===== config.mk =====
export PLATFORM = sky130hd
export DESIGN_NAME = dp_lane_scrambler
export DESIGN_NICKNAME = d
export VERILOG_FILES = /design/src/rtl/dp_lane_scrambler.sv
export SDC_FILE = /design/constraint.sdc
export NUM_CORES = 1
export LEC_CHECK = 0
export ABC_CLOCK_PERIOD_IN_PS = 1800
export CORE_UTILIZATION = 49
export DETAILED_ROUTE_END_ITERATION = 10
export PLACE_DENSITY = 0.81
export SKIP_CTS_REPAIR_TIMING = 1
export SYNTH_ARGS = -nofsm -noshare
export SYNTH_HDL_FRONTEND = slang
export SYNTH_SLANG_ARGS = --single-unit

===== constraint.sdc =====
create_clock -name clk -period 1.8 [get_ports clk]
set_clock_uncertainty 0.15 [all_clocks]
set_input_delay 0.36 -clock clk [delete_from_list [all_inputs] [get_ports clk]]
set_output_delay 0.36 -clock clk [all_outputs]
set_load 0.01 [all_outputs]

===== src/rtl/dp_lane_scrambler.sv =====
// Per-lane DisplayPort scrambler: scrambles data symbols with the x^16+x^5+x^4+x^3+1 LFSR and passes K-codes through.
// Latency: exactly 1 clock from iso_* inputs to scr_* outputs; all outputs are registered.
// Backpressure: none; one symbol is accepted every clock while lane_en=1, and the stream cannot be stalled.
module dp_lane_scrambler #(
  parameter logic [15:0]  LFSR_SEED    = 16'hFFFF,
  parameter logic [7:0]   SR_CODE      = 8'h1C,
  parameter logic [255:0] K_LEGAL_MASK = (256'd1 << 8'h1C) | (256'd1 << 8'h3C) |
                                         (256'd1 << 8'h5C) | (256'd1 << 8'h7C) |
                                         (256'd1 << 8'h9C) | (256'd1 << 8'hBC) |
                                         (256'd1 << 8'hDC) | (256'd1 << 8'hFC) |
                                         (256'd1 << 8'hF7) | (256'd1 << 8'hFB) |
                                         (256'd1 << 8'hFD) | (256'd1 << 8'hFE)
) (
  input  logic       clk,
  input  logic       rst,
  input  logic       lane_en,
  input  logic       scramble_bypass,
  input  logic [7:0] iso_symbols,
  input  logic       iso_control_sym_flag,
  output logic [7:0] scr_symbols,
  output logic       scr_control_sym_flag,
  output logic       scr_vld,
  output logic       illegal_k,
  output logic       sr_seen
);

  // Lane operating mode. This is decoded directly from the inputs every
  // cycle; there is no handshake or stored mode state.
  typedef enum logic [1:0] {
    MODE_DISABLED = 2'd0,
    MODE_BYPASS   = 2'd1,
    MODE_ACTIVE   = 2'd2
  } mode_e;

  // Advance the Galois LFSR by eight single-bit steps. The low byte of the
  // result is the key, with bit k being the feedback bit of step k. The upper
  // 16 bits are the LFSR state after all eight steps.
  function automatic logic [23:0] lfsr_step8(input logic [15:0] state);
    logic [15:0] st;
    logic [7:0]  key;
    logic        fb;
    st  = state;
    key = 8'h00;
    for (int k = 0; k < 8; k++) begin
      fb     = st[15];
      key[k] = fb;
      st     = {st[14:0], fb} ^ {10'b0, {3{fb}}, 3'b0};
    end
    return {st, key};
  endfunction

  logic [15:0] r_lfsr;
  logic [7:0]  r_scr_symbols;
  logic        r_scr_control_sym_flag;
  logic        r_scr_vld;
  logic        r_illegal_k;
  logic        r_sr_seen;

  mode_e       w_mode;
  logic [23:0] w_step;
  logic [15:0] w_lfsr_adv;
  logic [7:0]  w_key;
  logic        w_is_legal_k;
  logic        w_is_sr;
  logic [15:0] w_lfsr_nxt;
  logic [7:0]  w_sym_nxt;
  logic        w_flag_nxt;
  logic        w_vld_nxt;
  logic        w_ill_nxt;
  logic        w_sr_nxt;

  assign w_step       = lfsr_step8(r_lfsr);
  assign w_lfsr_adv   = w_step[23:8];
  assign w_key        = w_step[7:0];
  assign w_is_legal_k = K_LEGAL_MASK[iso_symbols];
  assign w_is_sr      = iso_control_sym_flag && (iso_symbols == SR_CODE);

  // Decode the mode. A disabled lane outranks bypass.
  always_comb begin
    w_mode = MODE_ACTIVE;
    if (!lane_en) begin
      w_mode = MODE_DISABLED;
    end else if (scramble_bypass) begin
      w_mode = MODE_BYPASS;
    end
  end

  // Next output symbol and LFSR state for the current input symbol.
  always_comb begin
    w_lfsr_nxt = r_lfsr;
    w_sym_nxt  = 8'h00;
    w_flag_nxt = 1'b0;
    w_vld_nxt  = 1'b0;
    w_ill_nxt  = 1'b0;
    w_sr_nxt   = 1'b0;
    case (w_mode)
      MODE_DISABLED: begin
        // Idle lane: outputs are quiet and the LFSR is parked on the seed, so
        // the first data symbol after re-enable is scrambled from the seed.
        w_lfsr_nxt = LFSR_SEED;
      end
      MODE_BYPASS: begin
        // Training patterns are sent in the clear. SR does not act as a
        // scrambler reset here, because the LFSR is already held on the seed.
        // Illegal K-codes are still flagged.
        w_lfsr_nxt = LFSR_SEED;
        w_vld_nxt  = 1'b1;
        w_sym_nxt  = iso_symbols;
        w_flag_nxt = iso_control_sym_flag;
        w_ill_nxt  = iso_control_sym_flag && !w_is_legal_k;
      end
      default: begin
        w_vld_nxt  = 1'b1;
        w_flag_nxt = iso_control_sym_flag;
        if (w_is_sr) begin
          // Re-seed without advancing, so the next symbol uses the seed key.
          w_sym_nxt  = iso_symbols;
          w_sr_nxt   = 1'b1;
          w_lfsr_nxt = LFSR_SEED;
        end else if (iso_control_sym_flag) begin
          // Every other K-code, legal or not, goes through in the clear but
          // still consumes one key byte.
          w_sym_nxt  = iso_symbols;
          w_ill_nxt  = !w_is_legal_k;
          w_lfsr_nxt = w_lfsr_adv;
        end else begin
          w_sym_nxt  = iso_symbols ^ w_key;
          w_lfsr_nxt = w_lfsr_adv;
        end
      end
    endcase
  end

  // Register the LFSR and all outputs. Reset drops the symbol presented in that cycle.
  always_ff @(posedge clk) begin
    if (rst) begin
      r_lfsr                 <= LFSR_SEED;
      r_scr_symbols          <= 8'h00;
      r_scr_control_sym_flag <= 1'b0;
      r_scr_vld              <= 1'b0;
      r_illegal_k            <= 1'b0;
      r_sr_seen              <= 1'b0;
    end else begin
      r_lfsr                 <= w_lfsr_nxt;
      r_scr_symbols          <= w_sym_nxt;
      r_scr_control_sym_flag <= w_flag_nxt;
      r_scr_vld              <= w_vld_nxt;
      r_illegal_k            <= w_ill_nxt;
      r_sr_seen              <= w_sr_nxt;
    end
  end

  assign scr_symbols          = r_scr_symbols;
  assign scr_control_sym_flag = r_scr_control_sym_flag;
  assign scr_vld              = r_scr_vld;
  assign illegal_k            = r_illegal_k;
  assign sr_seen              = r_sr_seen;

endmodule


==> results of run 1 <==
through the flow:
stage           util  power [mW]
2_1_floorplan      -       0.758
6_report       0.705        1.09
5_1_grt        0.705        1.15
4_1_cts        0.705        1.09
3_5_place_dp   0.695       0.855
3_3_place_gp   0.695       0.851
layout by cell type (no fill, tap or decap), drive strengths merged:
master and n:
o21ai 1, nor4b 1, a211oi 1, clkbuf 3, nor2 9, nand2b 7
clkdlybuf4s50 24, xnor2 23, and2 3, xor2 4, o311a 1, nor3b 8
nor3 1, and4bb 1, nand3 3, buf 16, nand2 10, dfxtp 28
a311oi 1, and4b 2, inv 2
state kept, by name, indices dropped and copies added, names as in the netlist:
register,flops
illegal_k,1
r_lfsr,16
scr_symbols,8
scr_control_sym_flag,1
scr_vld,1
sr_seen,1
power groups by stage:
stage | clock network (mW) | registers (mW) | logic [mW]
floorplan | 0 | 0.672 | 0.0856
global placement | 0 | 0.667 | 0.184
detailed placement | 0 | 0.668 | 0.188
CTS | 0.251 | 0.654 | 0.190
global route | 0.287 | 0.656 | 0.203
finish | 0.244 | 0.653 | 0.189
worst max path at each step:
stage / startpoint / end / slack, ns / depth (start not counted)
5_1_grt: scr_symbols[6] / scr_symbols[6] / 0.04 / 1
3_3_place_gp: iso_symbols[3] / r_lfsr[2] / -0.08 / 5
2_1_floorplan: iso_control_sym_flag / r_lfsr[4] / 0.26 / 5
4_1_cts: scr_symbols[2] / scr_symbols[2] / 0.09 / 1
6_report: scr_symbols[3] / scr_symbols[3] / 0.10 / 1
3_5_place_dp: iso_symbols[3] / r_lfsr[8] / -0.09 / 5
cell families (layout without fill, tap and decap cells):
kind of cell / Yosys count / count (layout)
buffers and inverters: 6 / 45
AND/OR/NAND/NOR: 45 / 45
flip-flops: 28 / 28
AO/OA/AOI/OAI: 4 / 4
XOR/XNOR: 27 / 27
cell type report:
cell class              instances  area, µm²
repair buffers                 40        373
multi-input cells              76        561
well taps                      28       35.0
clock buffers                   3       22.5
flip-flops and latches         28        561
fillers                       177        653
inverters                       2       7.51
per-layer routing:
layer,share of wire,wire length [µm],GRT usage
met1,0.45,992,0.250
met2,0.48,1070,0.307
met3,0.035,78,0.0333
met4,0.030,66,0.139
met5,0,0,0
==> flow_metrics.py, run 1 <==
metrics = {
    "place": {
        "dpl_worst_slack_ns": -0.0934,
        "placed_cells": 174,
        "numPortBuffers": 24,
        "hpwl_um": 1670,
        "place_area_mm2": 0.00154,
        "place_congestion": 0.775,
    },
    "critical_path": {
        "reg2reg_slack_ns": 0.56,
        "crit_buf_inv": 1,
        "cp.arrival_ns": 1.19,
        "required_ns": 1.29,
        "path_cells": "clkdlybuf4s50_1",
        "timing.rr.start": "r_lfsr[15]",
        "r2r-end": "r_lfsr[11]",
        "slowest_stage": "clkdlybuf4s50_1",
        "reg2regPathDepth": 3,
        "crit_family": "buffers and inverters",
        "cp_max_fo": 1,
        "startpoint_type": "register",
        "critPathKind": "reg2out",
        "cp_slowest_stage_delay_ns": 0.54,
        "cp-end-kind": "output port",
    },
    "yosys": {
        "synth.largest_area_cell": "dfxtp_1",
        "ys_ff_latch": 28,
        "synthAdderAreaFrac": 0,
        "muxShareOfSynthArea": 0,
        "synth_most_common_cell": "dfxtp_1",
        "synthTopCellsByArea": "dfxtp_1, xnor2_1, nor3b_1",
        "async_reset_ff_frac": 0,
        "seq_area_frac_synth": 0.483,
        "synthXorXnorAreaFrac": 0.204,
        "netlist_instances": 110,
        "netlist_area_mm2": 0.00116,
        "ys.flop_type": "dfxtp_1",
        "postSynthAreaPerCell_um2": 10.5,
        "yosysWarnings": 0,
        "synth_cell_types": 23,
        "synth_simple_gate_area_frac": 0.234,
        "synth_edf_count": 0,
        "synth_compound_area_frac": 0.0453,
        "synth_top_area_share": 0.483,
        "synth_top_family_by_area": "simple AND/OR/NAND/NOR gates",
        "synth_fp_nets": 123,
        "synthTopCellsByCount": "dfxtp_1, xnor2_1, nor2_1",
    },
    "detailed_routing": {
        "ant_nets": 0,
        "drt-pass1-iter-count": 4,
        "drtIter0Drc": 9,
        "post_drt_wl_per_cell_um": 12.5,
        "drt_wl_total_um": 2210,
        "drc": 0,
        "viasPerCell": 4.81,
        "vias": 852,
    },
    "pwr": {
        "vdd_drop_max_uv": 444,
        "p_sw_mw": 0.253,
        "power_leakage_nw": 0.573,
        "swShare": 0.233,
        "p_comb_frac": 0.174,
        "p_per_area_mw_per_mm2": 697,
        "clkPwrFrac": 0.225,
        "power_frac_seq": 0.602,
        "p_int_mw": 0.833,
    },
    "worst_hold_path": {
        "min_from": "r_lfsr[5]",
        "whs_path_depth": 1,
        "min_to": "r_lfsr[13]",
        "min_path_type": "reg2reg",
    },
    "timing": {
        "layout_setup_ws_ns": 0.102,
        "hold_viol": 0,
        "fin_crit_sh": 0.944,
        "min_period_ns": 1.70,
        "fmax_ghz": 0.589,
        "worst_slew_pin_slew_ns": 0.406,
        "slew_headroom": 0.729,
        "hold_ws_ns": 0.272,
        "final_max_slew_viol_count": 0,
        "finalSetupViolations": 0,
        "finalSetupTns_ns": 0,
        "rsz0062_at_grt": "false",
    },
    "global_route": {
        "grt_first_pass_wirelength_um": 3620,
        "track_usage": 0.199,
        "grt_pass1_vias": 810,
        "antenna_found_initial": 0,
        "grt-ovfl-total": 0,
        "grt_max_degree": 17,
    },
    "floorplan": {
        "die_w_um": 50.7,
        "num_rows": 17,
        "io_pins": 25,
        "die-area_mm2": 0.00257,
        "initial_utilization": 0.524,
        "fp.dieH_um": 50.7,
        "core_area_mm2": 0.00221,
    },
    "final_layout": {
        "instances_no_fill": 177,
        "area_growth_pct": 34.4,
        "final_area_mm2": 0.00156,
        "drive_gt1_frac": 0.174,
        "nNetsFinal": 164,
        "n_antenna_cell": 0,
    },
    "clock_tree": {
        "clk_latency_ns": 0.32,
        "cts_buffer_depth": 2,
        "clkSlewWorstSetupHoldPaths_ns": 0.13,
        "root_buffer": "clkbuf_4",
        "ctsHtreeMaxLevel": 1,
        "cts_made_buffers": 3,
        "cts_tree": "built",
        "cts_sinks": 28,
    },
    "job": {
        "cap_violations": 0,
    },
    "status": {
        "run_status": "finished, final reports clean",
    },
}
Power figures use the tool's default switching activity.
==> run 2, diff against run 1 <==
--- a/config.mk
+++ b/config.mk
@@ -6,6 +6,7 @@
 export NUM_CORES = 1
 export LEC_CHECK = 0
 export ABC_CLOCK_PERIOD_IN_PS = 1800
+export CORE_ASPECT_RATIO = 0.8
 export CORE_UTILIZATION = 49
 export DETAILED_ROUTE_END_ITERATION = 10
 export PLACE_DENSITY = 0.81
==> run 2 against run 1 <==
Non-clock buffer count grew 1. Count of clock-buffer cells in the layout unchanged. Register-to-register slack is essentially flat. Hold slack gained 0.010 ns. First-iteration DRC count increased by 44%. Fmax fell by 1.5%. Critical path depth is the same.
==> flow_metrics.py, run 2 (synthesis gave the netlist of run 1 again) <==
metrics = {
    "final_layout": {
        "instances_no_fill": 176,
        "largest_reg_flops": 16,
        "drive_gt1_frac": 0.185,
        "regMostFlops": "r_lfsr",
        "fin_util": 0.725,
        "nNetsFinal": 165,
        "area_growth_pct": 37.3,
        "layout_commonest_cell": "dfxtp_1",
        "n_antenna_cell": 0,
        "fillerInstances": 163,
        "final_cell_mix": "dfxtp_1, clkdlybuf4s50_1, xnor2_1, buf_4, nor2_1",
        "final_area_mm2": 0.00159,
    },
    "clock_tree": {
        "clkSlewWorstSetupHoldPaths_ns": 0.15,
        "cts_sinks": 28,
        "clk_latency_ns": 0.32,
        "ctsHtreeMaxLevel": 1,
        "cts_buffer_depth": 2,
        "cts_made_buffers": 3,
        "cts_tree": "built",
        "root_buffer": "clkbuf_4",
    },
    "floorplan": {
        "num_rows": 15,
        "die-area_mm2": 0.00257,
        "die_w_um": 56.4,
        "io_pins": 25,
        "initial_utilization": 0.528,
        "core_area_mm2": 0.00220,
        "fp.dieH_um": 45.5,
    },
    "critical_path": {
        "slowest_stage": "clkdlybuf4s50_1",
        "critPathKind": "reg2out",
        "required_ns": 1.29,
        "cp_max_fo": 1,
        "startpoint_type": "register",
        "path_cells": "clkdlybuf4s50_1",
        "cp-end-kind": "output port",
        "cp.arrival_ns": 1.21,
        "crit_buf_inv": 1,
        "crit_family": "buffers and inverters",
        "cp_slowest_stage_delay_ns": 0.53,
    },
    "pwr": {
        "p_int_mw": 0.981,
        "p_sw_mw": 0.266,
        "clkPwrFrac": 0.324,
        "p_per_area_mw_per_mm2": 783,
        "total_power_mw": 1.25,
        "swShare": 0.213,
        "power_leakage_nw": 0.592,
        "vdd_drop_max_uv": 759,
        "power_frac_seq": 0.524,
        "p_comb_frac": 0.152,
    },
    "global_route": {
        "grt_first_pass_wirelength_um": 3570,
        "grt_max_degree": 17,
        "grt-ovfl-total": 0,
        "antenna_found_initial": 0,
        "grt_pass1_vias": 793,
        "track_usage": 0.189,
    },
    "place": {
        "placed_cells": 172,
        "dpl_worst_slack_ns": -0.132,
        "place_congestion": 0.817,
        "place_area_mm2": 0.00154,
        "hpwl_um": 1790,
        "numPortBuffers": 24,
    },
    "timing": {
        "fin_crit_sh": 0.958,
        "worst_slew_pin_slew_ns": 0.423,
        "min_period_ns": 1.72,
        "fmax_ghz": 0.580,
        "finalSetupTns_ns": 0,
        "hold_viol": 0,
        "rsz0062_at_grt": "false",
        "hold_ws_ns": 0.282,
        "finalSetupViolations": 0,
        "layout_setup_ws_ns": 0.0760,
        "slew_headroom": 0.717,
        "final_max_slew_viol_count": 0,
    },
    "detailed_routing": {
        "drt_wl_total_um": 2270,
        "post_drt_wl_per_cell_um": 12.9,
        "drtIter0Drc": 13,
        "viasPerCell": 4.86,
        "ant_nets": 0,
        "drt-pass1-iter-count": 4,
        "vias": 855,
        "drc": 0,
    },
    "job": {
        "cap_violations": 0,
    },
    "status": {
        "run_status": "finished, final reports clean",
    },
    "worst_hold_path": {
        "min_path_type": "reg2reg",
    },
}
## run 2: cell type report
type / count / area (µm²) / share of cell area
flip-flops and latches: 28 / 561 / 0.352
multi-input cells: 76 / 561 / 0.352
repair buffers: 41 / 380 / 0.239
well taps: 25 / 31.3 / 0.0196
clock inverters: 1 / 30.0 / 0.0189
clock buffers: 3 / 22.5 / 0.0141
inverters: 2 / 7.51 / 0.00471
## run 2: worst paths after layout
kind / from / end / slack [ns] / depth (start not counted)
worst max register to register: r_lfsr[15] / r_lfsr[11] / 0.57 / 3
worst min register to register: r_lfsr[5] / r_lfsr[13] / 0.28 / 1
worst max-delay path: sr_seen / sr_seen / 0.08 / 1
worst min-delay path: r_lfsr[5] / r_lfsr[13] / 0.28 / 1
## run 2: power by group through the flow
stage	sequential [mW]	combinational, mW	clock, mW
6_report	0.654	0.190	0.404
5_1_grt	0.657	0.205	0.440
4_1_cts	0.654	0.191	0.411
3_5_place_dp	0.668	0.189	0
3_3_place_gp	0.667	0.186	0
2_1_floorplan	0.672	0.0856	0
## run 2: routing by layer
layer	global-route usage	wire (µm)
met5	0	0
met4	0.0293	10
met3	0.0682	86
met2	0.336	1120
met1	0.229	1050
